<file path="src/rtl/i2c_pkg.sv">
// Shared types and constants for the system-clocked I2C target with register file.
//
// Contents:
//   i2c_slv_state_e : protocol FSM states
//   I2C_ACK/I2C_NACK: SDA level of the acknowledge bit
//   I2C_RW_READ     : R/W bit value that selects a read transfer
//   drive_low()     : maps a bit to be placed on the bus onto the open-drain enable
`timescale 1ns/1ps

package i2c_pkg;

    typedef enum logic [3:0] {
        StIdle,
        StAddr,
        StAddrAck,
        StPtr,
        StPtrAck,
        StWr,
        StWrAck,
        StRd,
        StRdAck,
        StIgnore
    } i2c_slv_state_e;

    localparam logic I2C_ACK     = 1'b0;
    localparam logic I2C_NACK    = 1'b1;
    localparam logic I2C_RW_READ = 1'b1;

    // Open-drain: a '0' on the bus is produced by enabling the pull-down.
    function automatic logic drive_low(input logic b);
        return (b == 1'b0);
    endfunction

endpackage

</file>
<file path="src/rtl/i2c_line_cond.sv">
// Conditioning for one I2C pad input sampled on the system clock.
//
// Two-flop synchroniser, optional 3-sample majority filter, then registered
// rise/fall detection. The level output is aligned with the edge pulses so the
// consumer sees a consistent snapshot of both lines.
//
// Optional feature: define I2C_SLAVE_GLITCH_FILTER_EN to insert the majority
// filter (suppresses pulses of one clock or less, adds 2 clk of latency).
//
// Ports:
//   clk    : system clock
//   rst_n  : asynchronous active-low reset
//   line_i : raw pad input
//   lvl_o  : conditioned level
//   rise_o : one-cycle pulse on a conditioned 0->1 transition
//   fall_o : one-cycle pulse on a conditioned 1->0 transition
`timescale 1ns/1ps

module i2c_line_cond (
    input  logic clk,
    input  logic rst_n,
    input  logic line_i,
    output logic lvl_o,
    output logic rise_o,
    output logic fall_o
);

    logic sync1_q, sync2_q;
    logic cond_val;
    logic lvl_q, rise_q, fall_q;

`ifdef I2C_SLAVE_GLITCH_FILTER_EN
    logic [2:0] hist_q;

    always_ff @(posedge clk or negedge rst_n) begin
        if (!rst_n) begin
            hist_q <= 3'b111;
        end else begin
            hist_q <= {hist_q[1:0], sync2_q};
        end
    end

    // Majority of the last three synchronised samples.
    assign cond_val = (hist_q[0] & hist_q[1]) | (hist_q[0] & hist_q[2]) |
                      (hist_q[1] & hist_q[2]);
`else
    assign cond_val = sync2_q;
`endif

    // Reset to the idle bus level so releasing reset never fakes an edge.
    always_ff @(posedge clk or negedge rst_n) begin
        if (!rst_n) begin
            sync1_q <= 1'b1;
            sync2_q <= 1'b1;
            lvl_q   <= 1'b1;
            rise_q  <= 1'b0;
            fall_q  <= 1'b0;
        end else begin
            sync1_q <= line_i;
            sync2_q <= sync1_q;
            lvl_q   <= cond_val;
            rise_q  <= cond_val & ~lvl_q;
            fall_q  <= ~cond_val & lvl_q;
        end
    end

    assign lvl_o  = lvl_q;
    assign rise_o = rise_q;
    assign fall_o = fall_q;

endmodule

</file>
<file path="src/rtl/i2c_slave_regfile.sv">
// System-clocked I2C target with an internal register file, register pointer
// and auto-increment.
//
// Protocol: START, addr+W, pointer byte, then data bytes written at ptr with
// wrapping auto-increment; or START, addr+R, data bytes read from ptr. The
// pointer survives across transactions, so a pointer-only write followed by a
// repeated START and addr+R reads from the new pointer.
//
// Optional feature: define I2C_SLAVE_GLITCH_FILTER_EN to add a majority glitch
// filter on SCL and SDA (see i2c_line_cond).
//
// Parameters:
//   I2C_ADDR : 7-bit target address
//   NUM_REGS : register count, 2..256
//   PTR_W    : pointer width, derived from NUM_REGS
//
// Ports:
//   clk, rst_n      : system clock, asynchronous active-low reset
//   scl_i, sda_i    : pad inputs
//   sda_oe          : 1 pulls SDA low, 0 releases it
//   hst_we/hst_addr/hst_wdata : host write port
//   hst_rdata       : combinational regs[hst_addr]
//   i2c_wr_pulse    : one-cycle pulse per register written over I2C
//   i2c_wr_idx      : index of that write
//   busy            : high from START to STOP
`timescale 1ns/1ps

module i2c_slave_regfile
    import i2c_pkg::*;
#(
    parameter logic [6:0]  I2C_ADDR = 7'h2A,
    parameter int unsigned NUM_REGS = 16,
    parameter int unsigned PTR_W    = $clog2(NUM_REGS)
) (
    input  logic             clk,
    input  logic             rst_n,
    input  logic             scl_i,
    input  logic             sda_i,
    output logic             sda_oe,
    input  logic             hst_we,
    input  logic [PTR_W-1:0] hst_addr,
    input  logic [7:0]       hst_wdata,
    output logic [7:0]       hst_rdata,
    output logic             i2c_wr_pulse,
    output logic [PTR_W-1:0] i2c_wr_idx,
    output logic             busy
);

    // ---------------------------------------------------------------------
    // Input conditioning
    // ---------------------------------------------------------------------
    logic scl_lvl, scl_rise, scl_fall;
    logic sda_lvl, sda_rise, sda_fall;

    i2c_line_cond u_scl_cond (
        .clk    (clk),
        .rst_n  (rst_n),
        .line_i (scl_i),
        .lvl_o  (scl_lvl),
        .rise_o (scl_rise),
        .fall_o (scl_fall)
    );

    i2c_line_cond u_sda_cond (
        .clk    (clk),
        .rst_n  (rst_n),
        .line_i (sda_i),
        .lvl_o  (sda_lvl),
        .rise_o (sda_rise),
        .fall_o (sda_fall)
    );

    logic start_det, stop_det;
    assign start_det = sda_fall & scl_lvl;
    assign stop_det  = sda_rise & scl_lvl;

    // ---------------------------------------------------------------------
    // State
    // ---------------------------------------------------------------------
    i2c_slv_state_e   state_q, state_d;
    logic [2:0]       bit_cnt_q, bit_cnt_d;
    logic [7:0]       shift_q, shift_d;
    logic [PTR_W-1:0] ptr_q, ptr_d;
    logic             ninth_q, ninth_d;   // 9th SCL rise seen in an ACK state
    logic             rw_q, rw_d;
    logic             sda_oe_q, sda_oe_d;
    logic             busy_q, busy_d;
    logic             wr_pulse_q;
    logic [PTR_W-1:0] wr_idx_q;
    logic [7:0]       regs_q [NUM_REGS];

    logic [7:0]       rx_byte;
    logic [7:0]       rd_byte;
    logic [PTR_W-1:0] ptr_inc;
    logic             ptr_ok;
    logic             hst_in_range;
    logic             i2c_we;

    // Byte as it stands once the current SCL rise has been sampled.
    assign rx_byte = {shift_q[6:0], sda_lvl};
    assign rd_byte = regs_q[ptr_q];
    assign ptr_inc = (ptr_q == PTR_W'(NUM_REGS - 1)) ? '0 : ptr_q + 1'b1;
    assign ptr_ok  = 32'(rx_byte) < NUM_REGS;

    // Only meaningful when NUM_REGS is not a power of two.
    assign hst_in_range = 32'(hst_addr) < NUM_REGS;

    // ---------------------------------------------------------------------
    // Next-state logic
    // ---------------------------------------------------------------------
    always_comb begin
        state_d   = state_q;
        bit_cnt_d = bit_cnt_q;
        shift_d   = shift_q;
        ptr_d     = ptr_q;
        ninth_d   = ninth_q;
        rw_d      = rw_q;
        sda_oe_d  = sda_oe_q;
        busy_d    = busy_q;
        i2c_we    = 1'b0;

        // Bus conditions override any SCL edge seen in the same cycle.
        if (start_det) begin
            state_d   = StAddr;
            bit_cnt_d = 3'd7;
            ninth_d   = 1'b0;
            sda_oe_d  = 1'b0;
            busy_d    = 1'b1;
        end else if (stop_det) begin
            state_d  = StIdle;
            sda_oe_d = 1'b0;
            busy_d   = 1'b0;
        end else begin
            unique case (state_q)
                StIdle, StIgnore: begin
                end

                StAddr, StPtr, StWr: begin
                    if (scl_rise) begin
                        shift_d   = rx_byte;
                        bit_cnt_d = bit_cnt_q - 3'd1;
                        if (bit_cnt_q == 3'd0) begin
                            ninth_d = 1'b0;
                            if (state_q == StAddr) begin
                                if (rx_byte[7:1] == I2C_ADDR) begin
                                    rw_d    = rx_byte[0];
                                    state_d = StAddrAck;
                                end else begin
                                    state_d = StIgnore;
                                end
                            end else if (state_q == StPtr) begin
                                // Out-of-range pointer is refused and not loaded.
                                if (ptr_ok) begin
                                    ptr_d   = PTR_W'(rx_byte);
                                    state_d = StPtrAck;
                                end else begin
                                    state_d = StIgnore;
                                end
                            end else begin
                                i2c_we  = 1'b1;
                                ptr_d   = ptr_inc;
                                state_d = StWrAck;
                            end
                        end
                    end
                end

                // Falling edge after the 8th bit: assert ACK. 9th rise: note it.
                // Falling edge after the 9th bit: release and move on.
                StAddrAck, StPtrAck, StWrAck: begin
                    if (scl_fall) begin
                        if (!ninth_q) begin
                            sda_oe_d = drive_low(I2C_ACK);
                        end else begin
                            ninth_d   = 1'b0;
                            bit_cnt_d = 3'd7;
                            sda_oe_d  = 1'b0;
                            if (state_q == StAddrAck && rw_q == I2C_RW_READ) begin
                                state_d  = StRd;
                                shift_d  = rd_byte;
                                sda_oe_d = drive_low(rd_byte[7]);
                            end else if (state_q == StAddrAck) begin
                                state_d = StPtr;
                            end else begin
                                state_d = StWr;
                            end
                        end
                    end else if (scl_rise) begin
                        ninth_d = 1'b1;
                    end
                end

                // MSB already on the bus on entry; each fall presents the next bit.
                StRd: begin
                    if (scl_fall) begin
                        sda_oe_d = drive_low(shift_q[6]);
                        shift_d  = {shift_q[6:0], shift_q[7]};
                    end else if (scl_rise) begin
                        bit_cnt_d = bit_cnt_q - 3'd1;
                        if (bit_cnt_q == 3'd0) begin
                            ninth_d = 1'b0;
                            state_d = StRdAck;
                        end
                    end
                end

                StRdAck: begin
                    if (scl_fall) begin
                        if (!ninth_q) begin
                            // Hand SDA to the master for its ACK/NACK.
                            sda_oe_d = 1'b0;
                        end else begin
                            ninth_d   = 1'b0;
                            bit_cnt_d = 3'd7;
                            state_d   = StRd;
                            shift_d   = rd_byte;
                            sda_oe_d  = drive_low(rd_byte[7]);
                        end
                    end else if (scl_rise) begin
                        if (sda_lvl == I2C_NACK) begin
                            state_d = StIgnore;
                        end else begin
                            ptr_d   = ptr_inc;
                            ninth_d = 1'b1;
                        end
                    end
                end

                default: state_d = StIdle;
            endcase
        end
    end

    // ---------------------------------------------------------------------
    // Registers
    // ---------------------------------------------------------------------
    always_ff @(posedge clk or negedge rst_n) begin
        if (!rst_n) begin
            state_q    <= StIdle;
            bit_cnt_q  <= 3'd7;
            shift_q    <= 8'h00;
            ptr_q      <= '0;
            ninth_q    <= 1'b0;
            rw_q       <= 1'b0;
            sda_oe_q   <= 1'b0;
            busy_q     <= 1'b0;
            wr_pulse_q <= 1'b0;
            wr_idx_q   <= '0;
        end else begin
            state_q    <= state_d;
            bit_cnt_q  <= bit_cnt_d;
            shift_q    <= shift_d;
            ptr_q      <= ptr_d;
            ninth_q    <= ninth_d;
            rw_q       <= rw_d;
            sda_oe_q   <= sda_oe_d;
            busy_q     <= busy_d;
            wr_pulse_q <= i2c_we;
            if (i2c_we) begin
                wr_idx_q <= ptr_q;
            end
        end
    end

    // Register file; the I2C write is issued last so it wins an index clash.
    always_ff @(posedge clk or negedge rst_n) begin
        if (!rst_n) begin
            regs_q <= '{default: 8'h00};
        end else begin
            if (hst_we && hst_in_range) begin
                regs_q[hst_addr] <= hst_wdata;
            end
            if (i2c_we) begin
                regs_q[ptr_q] <= rx_byte;
            end
        end
    end

    assign hst_rdata    = hst_in_range ? regs_q[hst_addr] : 8'h00;
    assign sda_oe       = sda_oe_q;
    assign busy         = busy_q;
    assign i2c_wr_pulse = wr_pulse_q;
    assign i2c_wr_idx   = wr_idx_q;

endmodule

</file>
<file path="config.mk">
export PLATFORM = sky130hd
export DESIGN_NAME = i2c_slave_regfile
export DESIGN_NICKNAME = d
export VERILOG_FILES = /design/src/rtl/i2c_pkg.sv /design/src/rtl/i2c_line_cond.sv /design/src/rtl/i2c_slave_regfile.sv
export SDC_FILE = /design/constraint.sdc
export NUM_CORES = 1
export LEC_CHECK = 0
export BUFFER_PORTS_ARGS = -buffer_cell sky130_fd_sc_hd__buf_2
export CORE_MARGIN = 3
export CORE_UTILIZATION = 40
export CTS_CLUSTER_DIAMETER = 40
export DETAILED_ROUTE_END_ITERATION = 8
export PLACE_DENSITY = 0.67
export SKIP_LAST_GASP = 1
export SLEW_MARGIN = 15
export SYNTH_ARGS = -nofsm -noshare
export SYNTH_HDL_FRONTEND = slang
export SYNTH_HIERARCHICAL = 1
export SYNTH_SLANG_ARGS = --single-unit
</file>
<file path="constraint.sdc">
create_clock -name clk -period 4.56 [get_ports clk]
set_input_delay 0.228 -clock clk [delete_from_list [all_inputs] [get_ports clk]]
set_output_delay 0.228 -clock clk [all_outputs]
set_load 0.02 [all_outputs]
</file>
=== Word level (Yosys, flattened, before mapping) ===
Index checks and enable logic that the tools add are counted.

* Multiplexer cells: 88
* Equal/unequal tests: 44
* Add/subtract/negate cells: 2
* Order comparisons: 5
* Reductions and logical operators: 22
* Bitwise gates (word level): 16

{| class="wikitable"
|+ Operators by type and width
! cell !! number
|-
| $bwmux W128 || 2
|-
| $mux W128 || 2
|-
| $mux W4 || 26
|-
| $mux W8 || 13
|-
| $bmux W8 S4 || 2
|-
| $demux W8 S4 || 2
|-
| $pmux W8 S4 || 1
|-
| $mux W1 || 27
|-
| $mux W3 || 8
|-
| $ne A4 B3 Y1 const B || 5
|-
| $ne A4 B4 Y1 const B || 5
|-
| $pmux W4 S5 || 1
|-
| $reduce_and A10 Y1 || 2
|-
| $eq A4 B3 Y1 const B || 4
|-
| $ne A2 B2 Y1 const B || 8
|-
| $eq A4 B4 Y1 const B || 3
|-
| $reduce_and A11 Y1 || 1
|-
| $ge A5 B5 Y1 const B || 2
|-
| $lt A5 B1 Y1 const B || 2
|-
| $ne A2 B1 Y1 const B || 5
|-
| $ne A5 B3 Y1 const B || 2
|-
| $not A4 Y5 || 2
|-
| $reduce_bool A5 Y1 || 2
|-
| $ne A3 B3 Y1 const B || 3
|-
| other kinds (27) || 47
|}

* Output and inout port bits: 15
* Word-level logic and storage cells: 213
* Flip-flop bits (word level): 166
* Bits of input ports: 17

=== Logic depth before layout (Yosys ltp) ===
* Depth after elaboration: 11
* Depth in mapped cells: 9
* Gate-level depth less buffers: 7

=== Hierarchy ===
Netlist, hierarchy kept.

{| class="wikitable"
|+ By module, submodules not included
! module !! area an instance (µm²) !! cells an instance !! times used !! seq. area each (µm²)
|-
| i2c_slave_regfile || 10112.2 || 990 || 1 || 3907.5
|-
| i2c_line_cond || 143.9 || 7 || 2 || 128.9
|}

=== Worst setup path before layout ===
Ideal clock, no wire load.

* Path kind: input to output
* Start point: input hst_addr[0]
* End point: output hst_rdata[0]
* Setup slack: 2602 ps
* Data arrival time: 1730 ps
* Stages on the path: 4
* Cell sequence: buf_2 buf_2 mux4_2 mux4_2

* Longest elaborated chain between the ends: 4

{| class="wikitable"
|+ RTL lines
! what !! line !! source
|-
| from (decl) || i2c_slave_regfile.sv:41 || <nowiki>input logic [PTR_W-1:0] hst_addr,</nowiki>
|-
| $not A4 Y5 (not written as such) || i2c_slave_regfile.sv:279 || <nowiki>assign hst_rdata = hst_in_range ? regs_q[hst_addr] : 8'h00;</nowiki>
|-
| $bmux W8 S4 || i2c_slave_regfile.sv:279 ||
|-
| $mux W8 (not written as such) (2 in series) || i2c_slave_regfile.sv:279 ||
|-
| to (decl) || i2c_slave_regfile.sv:43 || <nowiki>output logic [7:0] hst_rdata,</nowiki>
|}

No other way between the ends. The select of a mux whose other input is x is not followed.

=== Worst setup path in the final report ===
* Start point: register state_q[0]
* End point: register regs_q[0] (netlist name)

* Longest elaborated chain between the ends: 9

{| class="wikitable"
|+ RTL lines
! what !! line !! source
|-
| from (decl) || i2c_slave_regfile.sv:80 || <nowiki>i2c_slv_state_e state_q, state_d;</nowiki>
|-
| from (signal assigned) || i2c_slave_regfile.sv:239 || <nowiki>state_q <= StIdle;</nowiki>
|-
| from (signal assigned) || i2c_slave_regfile.sv:250 || <nowiki>state_q <= state_d;</nowiki>
|-
| $eq A4 B2 Y1 || i2c_slave_regfile.sv:134, i2c_slave_regfile.sv:151 ||
|-
| $mux W1 || i2c_slave_regfile.sv:151 || <nowiki>end else if (state_q == StPtr) begin</nowiki>
|-
| $mux W1 || i2c_slave_regfile.sv:144 || <nowiki>if (state_q == StAddr) begin</nowiki>
|-
| $mux W1 || i2c_slave_regfile.sv:142 || <nowiki>if (bit_cnt_q == 3'd0) begin</nowiki>
|-
| $mux W1 || i2c_slave_regfile.sv:139 || <nowiki>if (scl_rise) begin</nowiki>
|-
| $mux W1 (*) || i2c_slave_regfile.sv:134 || <nowiki>unique case (state_q)</nowiki>
|-
| $mux W1 (*) || i2c_slave_regfile.sv:129 || <nowiki>end else if (stop_det) begin</nowiki>
|-
| $mux W1 (*) || i2c_slave_regfile.sv:123 || <nowiki>if (start_det) begin</nowiki>
|-
| $mux W128 (*) || i2c_slave_regfile.sv:273 || <nowiki>if (i2c_we) begin</nowiki>
|-
| to (signal, indexed assignment) || i2c_slave_regfile.sv:271 || <nowiki>regs_q[hst_addr] <= hst_wdata;</nowiki>
|-
| to (signal, indexed assignment) || i2c_slave_regfile.sv:274 || <nowiki>regs_q[ptr_q] <= rx_byte;</nowiki>
|-
| to (decl) || i2c_slave_regfile.sv:90 || <nowiki>logic [7:0] regs_q [NUM_REGS];</nowiki>
|}

Every way passes the cells marked *; elsewhere a longest branch is shown, timed or not.
A chain may end at the register's enable or synchronous reset.

==> impl_metrics.py <==
metrics = {
    "critical_path": {
        "reg2reg_to": "regs_q[0]",
        "cp-endpoint": "regs_q[0]",
        "worstSetupPathType": "flip-flop to flip-flop",
        "cp-end-kind": "flip-flop",
        "r2r_start": "state_q[0]",
        "cp.arrival_ns": 3.56,
        "ff2ff_path_depth": 5,
        "cp-start-kind": "flip-flop",
        "cp-startpoint": "state_q[0]",
        "crit_path_max_fanout": 25,
        "crit_required_ns": 4.84,
        "rrSetupSlack_ns": 1.29,
    },
    "final_layout": {
        "area_delta_synth_final_pct": 8.54,
        "fillers": 2422,
        "design_area_um2": 11300,
        "fin_nets": 1004,
        "drive_gt1_frac": 0.179,
        "diodes": 0,
        "layout.cells.non_filler": 1324,
    },
    "routing": {
        "drt-total-wl_mm": 29.8,
        "wl_per_cell_um": 22.5,
        "via_count": 7933,
        "drcViolationCount": 0,
        "drt-initial-drc-count": 983,
        "viasPerCell": 5.99,
        "ant_nets": 0,
        "drtPass1Iterations": 5,
    },
    "power": {
        "internal_power_mw": 3.53,
        "p_total_mw": 5.68,
        "swShare": 0.380,
        "power_frac_seq": 0.430,
        "power_switching_mw": 2.16,
        "p_comb_frac": 0.310,
        "power_density_nw_per_um2": 504,
        "leakage_nw": 4.54,
        "clkPwrFrac": 0.261,
        "ir_worst_vdd_v": 0.000292,
    },
    "die": {
        "die_w_um": 167,
        "dieArea_um2": 28000,
        "rows": 58,
        "die_h_um": 167,
        "boundaryPins": 32,
        "coreArea_um2": 25400,
        "start_util": 0.409,
    },
    "logic_synthesis": {
        "synth_warnings": 6,
        "syn_area_um2": 10400,
        "synth_top_cell_by_area": "dfrtp_1",
        "synth_area_leaders": "dfrtp_1 (38%), mux2i_1 (17%), mux4_2 (10%)",
        "ys.flop_type": "dfrtp_1",
        "avgSynthCellArea_um2": 10.4,
        "ys_seq_area_frac": 0.401,
        "synthMostInstantiatedCell": "mux2i_1",
        "syn-num-nets": 1027,
        "synth_cell_types": 59,
        "synth-async-reset-ratio": 1.00,
        "synth_top_area_share": 0.378,
        "synth_edf_count": 0,
        "synthCells": 1004,
        "ys_seq_elements": 166,
        "synthTopCellsByCount": "mux2i_1 (181), dfrtp_1 (157), a21oi_1 (143)",
    },
    "place": {
        "dp.cells": 1289,
        "portBuffers": 31,
        "placed_area_um2": 10700,
        "place.gp.congestion": 0.842,
        "post-dp-hpwl_mm": 19.5,
        "place_ws_ns": 1.39,
    },
    "clock_network": {
        "post_cts_buffers": 0,
        "cts_tree": "yes",
        "cts_buffers": 17,
        "htree_levels": 4,
        "insertion_delay_ns": 0.44,
        "cts_max_path_buffers": 2,
        "clkTransAtPathRegs_ns": 0.07,
        "root_buffer": "clkbuf_16",
        "cts_sinks": 166,
    },
    "sta": {
        "relSlewSlack": 0.220,
        "period_minus_slack_ns": 3.27,
        "timing.fmax_mhz": 305,
        "rsz0062_at_grt": "no",
        "setup_viol": 0,
        "skew_ns": 0.0129,
        "worst_slack_ns": 1.29,
        "hold_viol_final": 0,
        "final.period_utilization": 0.718,
        "final.setup.tns_ns": 0,
        "slew_viol_final": 0,
        "worst_pin_slew_ns": 1.17,
    },
    "global_routing": {
        "grt_use_total": 0.213,
        "use_met1": 0.299,
        "grt_pass1_vias": 7755,
        "met2_usage": 0.331,
        "top_usage_layer": "met2",
        "grt_antenna_before_repair": 0,
        "grt.overflow.total": 0,
        "grt_pass1_wl_mm": 47.0,
        "grt_use_met3": 0.0392,
        "grt_max_degree": 106,
    },
    "flow_run": {
        "maxCapViolCount": 0,
    },
    "outcome": {
        "outcome": "completed",
    },
    "min_path": {
        "hp-class": "input pin to flip-flop",
    },
}
==> state kept, by name (all words and copies together) (netlist names) <==
| register | cells |
|---|---|
| u_sda_cond/cond_val | 1 |
| rw_q | 1 |
| u_scl_cond/lvl_o | 1 |
| state_q | 4 |
| u_scl_cond/rise_o | 1 |
| bit_cnt_q | 3 |
| ninth_q | 1 |
| u_scl_cond/sync1_q | 1 |
| u_sda_cond/rise_o | 1 |
| u_sda_cond/lvl_o | 1 |
| ptr_q | 4 |
| regs_q | 128 |
| u_sda_cond/sync1_q | 1 |
| u_scl_cond/cond_val | 1 |
| u_sda_cond/fall_o | 1 |
| sda_oe | 1 |
| shift_q | 8 |
| i2c_wr_pulse | 1 |
| busy | 1 |
| u_scl_cond/fall_o | 1 |
| i2c_wr_idx | 4 |
==> power groups by stage <==
| stage | combinational (mW) | clock, mW | sequential [mW] |
|---|---|---|---|
| floorplan | 1.59 | 0 | 2.03 |
| global placement | 1.71 | 0 | 2.42 |
| detailed placement | 1.74 | 0 | 2.44 |
| CTS | 1.75 | 1.50 | 2.42 |
| global route | 1.91 | 1.56 | 2.49 |
| finish | 1.76 | 1.48 | 2.44 |
==> worst max-delay path: stages (launching register included) <==
cell	delay (ns)
dfrtp_1	0.85
nand4bb_1	0.28
nor4b_4	0.98
nand3_1	0.69
nor2_1	0.25
a21oi_1	0.06
==> layer usage <==
layer / up-vias / share of wire
met5: - / 0
met4: 0 / 0.031
met3: 55 / 0.065
met2: 302 / 0.47
met1: 3927 / 0.43
li1: 3649 / -
==> worst min path at each step <==
stage | startpoint | endpoint | slack [ns] | depth (start not counted)
6_report | hst_wdata[0] | regs_q[112] | 0.29 | 3
5_1_grt | hst_wdata[7] | regs_q[95] | 0.30 | 3
4_1_cts | hst_wdata[3] | regs_q[91] | 0.27 | 3
3_5_place_dp | sda_i | u_sda_cond/sync1_q | 0.33 | 1
3_3_place_gp | sda_i | u_sda_cond/sync1_q | 0.33 | 1
2_1_floorplan | rst_n | busy | -0.07 | 0
==> stage by stage <==
step            util  hold WS (ns)
2_1_floorplan      -       -0.0676
5_1_grt        0.444         0.301
4_1_cts        0.444         0.270
6_report       0.444         0.286
3_3_place_gp   0.420         0.333
3_5_place_dp   0.420         0.334
==> cells in the final DEF, fill, tap and decap left out, types with 6 or more instances in the layout <==
| cell | netlist | final |
|---|---|---|
| mux2i_1 | 181 | 181 |
| dfrtp_1 | 157 | 156 |
| a21oi_1 | 143 | 143 |
| nor2_1 | 142 | 142 |
| mux4_2 | 46 | 46 |
| a22oi_1 | 30 | 30 |
| buf_2 | 33 | 30 |
| nand2_1 | 24 | 24 |
| mux2_2 | 21 | 21 |
| nand3_1 | 20 | 20 |
| clkbuf_16 | 0 | 17 |
| o21ai_0 | 15 | 15 |
| nand3_2 | 15 | 15 |
| nor2b_1 | 10 | 10 |
| inv_1 | 9 | 9 |
| dfstp_2 | 9 | 9 |
| buf_4 | 9 | 9 |
| nand2b_1 | 7 | 7 |
| nor2_2 | 7 | 7 |
| nand4_1 | 7 | 7 |
| or3_1 | 6 | 6 |
| nor3_1 | 6 | 6 |
| ha_1 | 6 | 6 |
==> layout make-up <==
type | count | area (um^2) | share of cell area
clock buffer | 20 | 447 | 0.0396
clock inverter | 12 | 145 | 0.0129
inverter | 9 | 33.8 | 0.00299
multi-input combinational | 743 | 5800 | 0.514
sequential | 166 | 4170 | 0.369
tap | 330 | 413 | 0.0366
timing repair buffer | 44 | 279 | 0.0247
==> logic make-up (layout without fill, tap and decap cells) <==
kind of cell	Yosys count	after routing	share of synthesized area
muxes	248	248	0.297
AOI/OAI and AO/OA	216	216	0.120
adders and majority gates	6	6	0.00722
and+or+nand+nor	273	273	0.133
buffers and inverters	95	85	0.0425
DFF	166	166	0.401
==> timing repair <==
action	in CTS	in global routing
endpoints found under the hold margin	72	0
gates resized for setup	0	0
hold buffers	3	0
(Power assumes the default switching activity.)
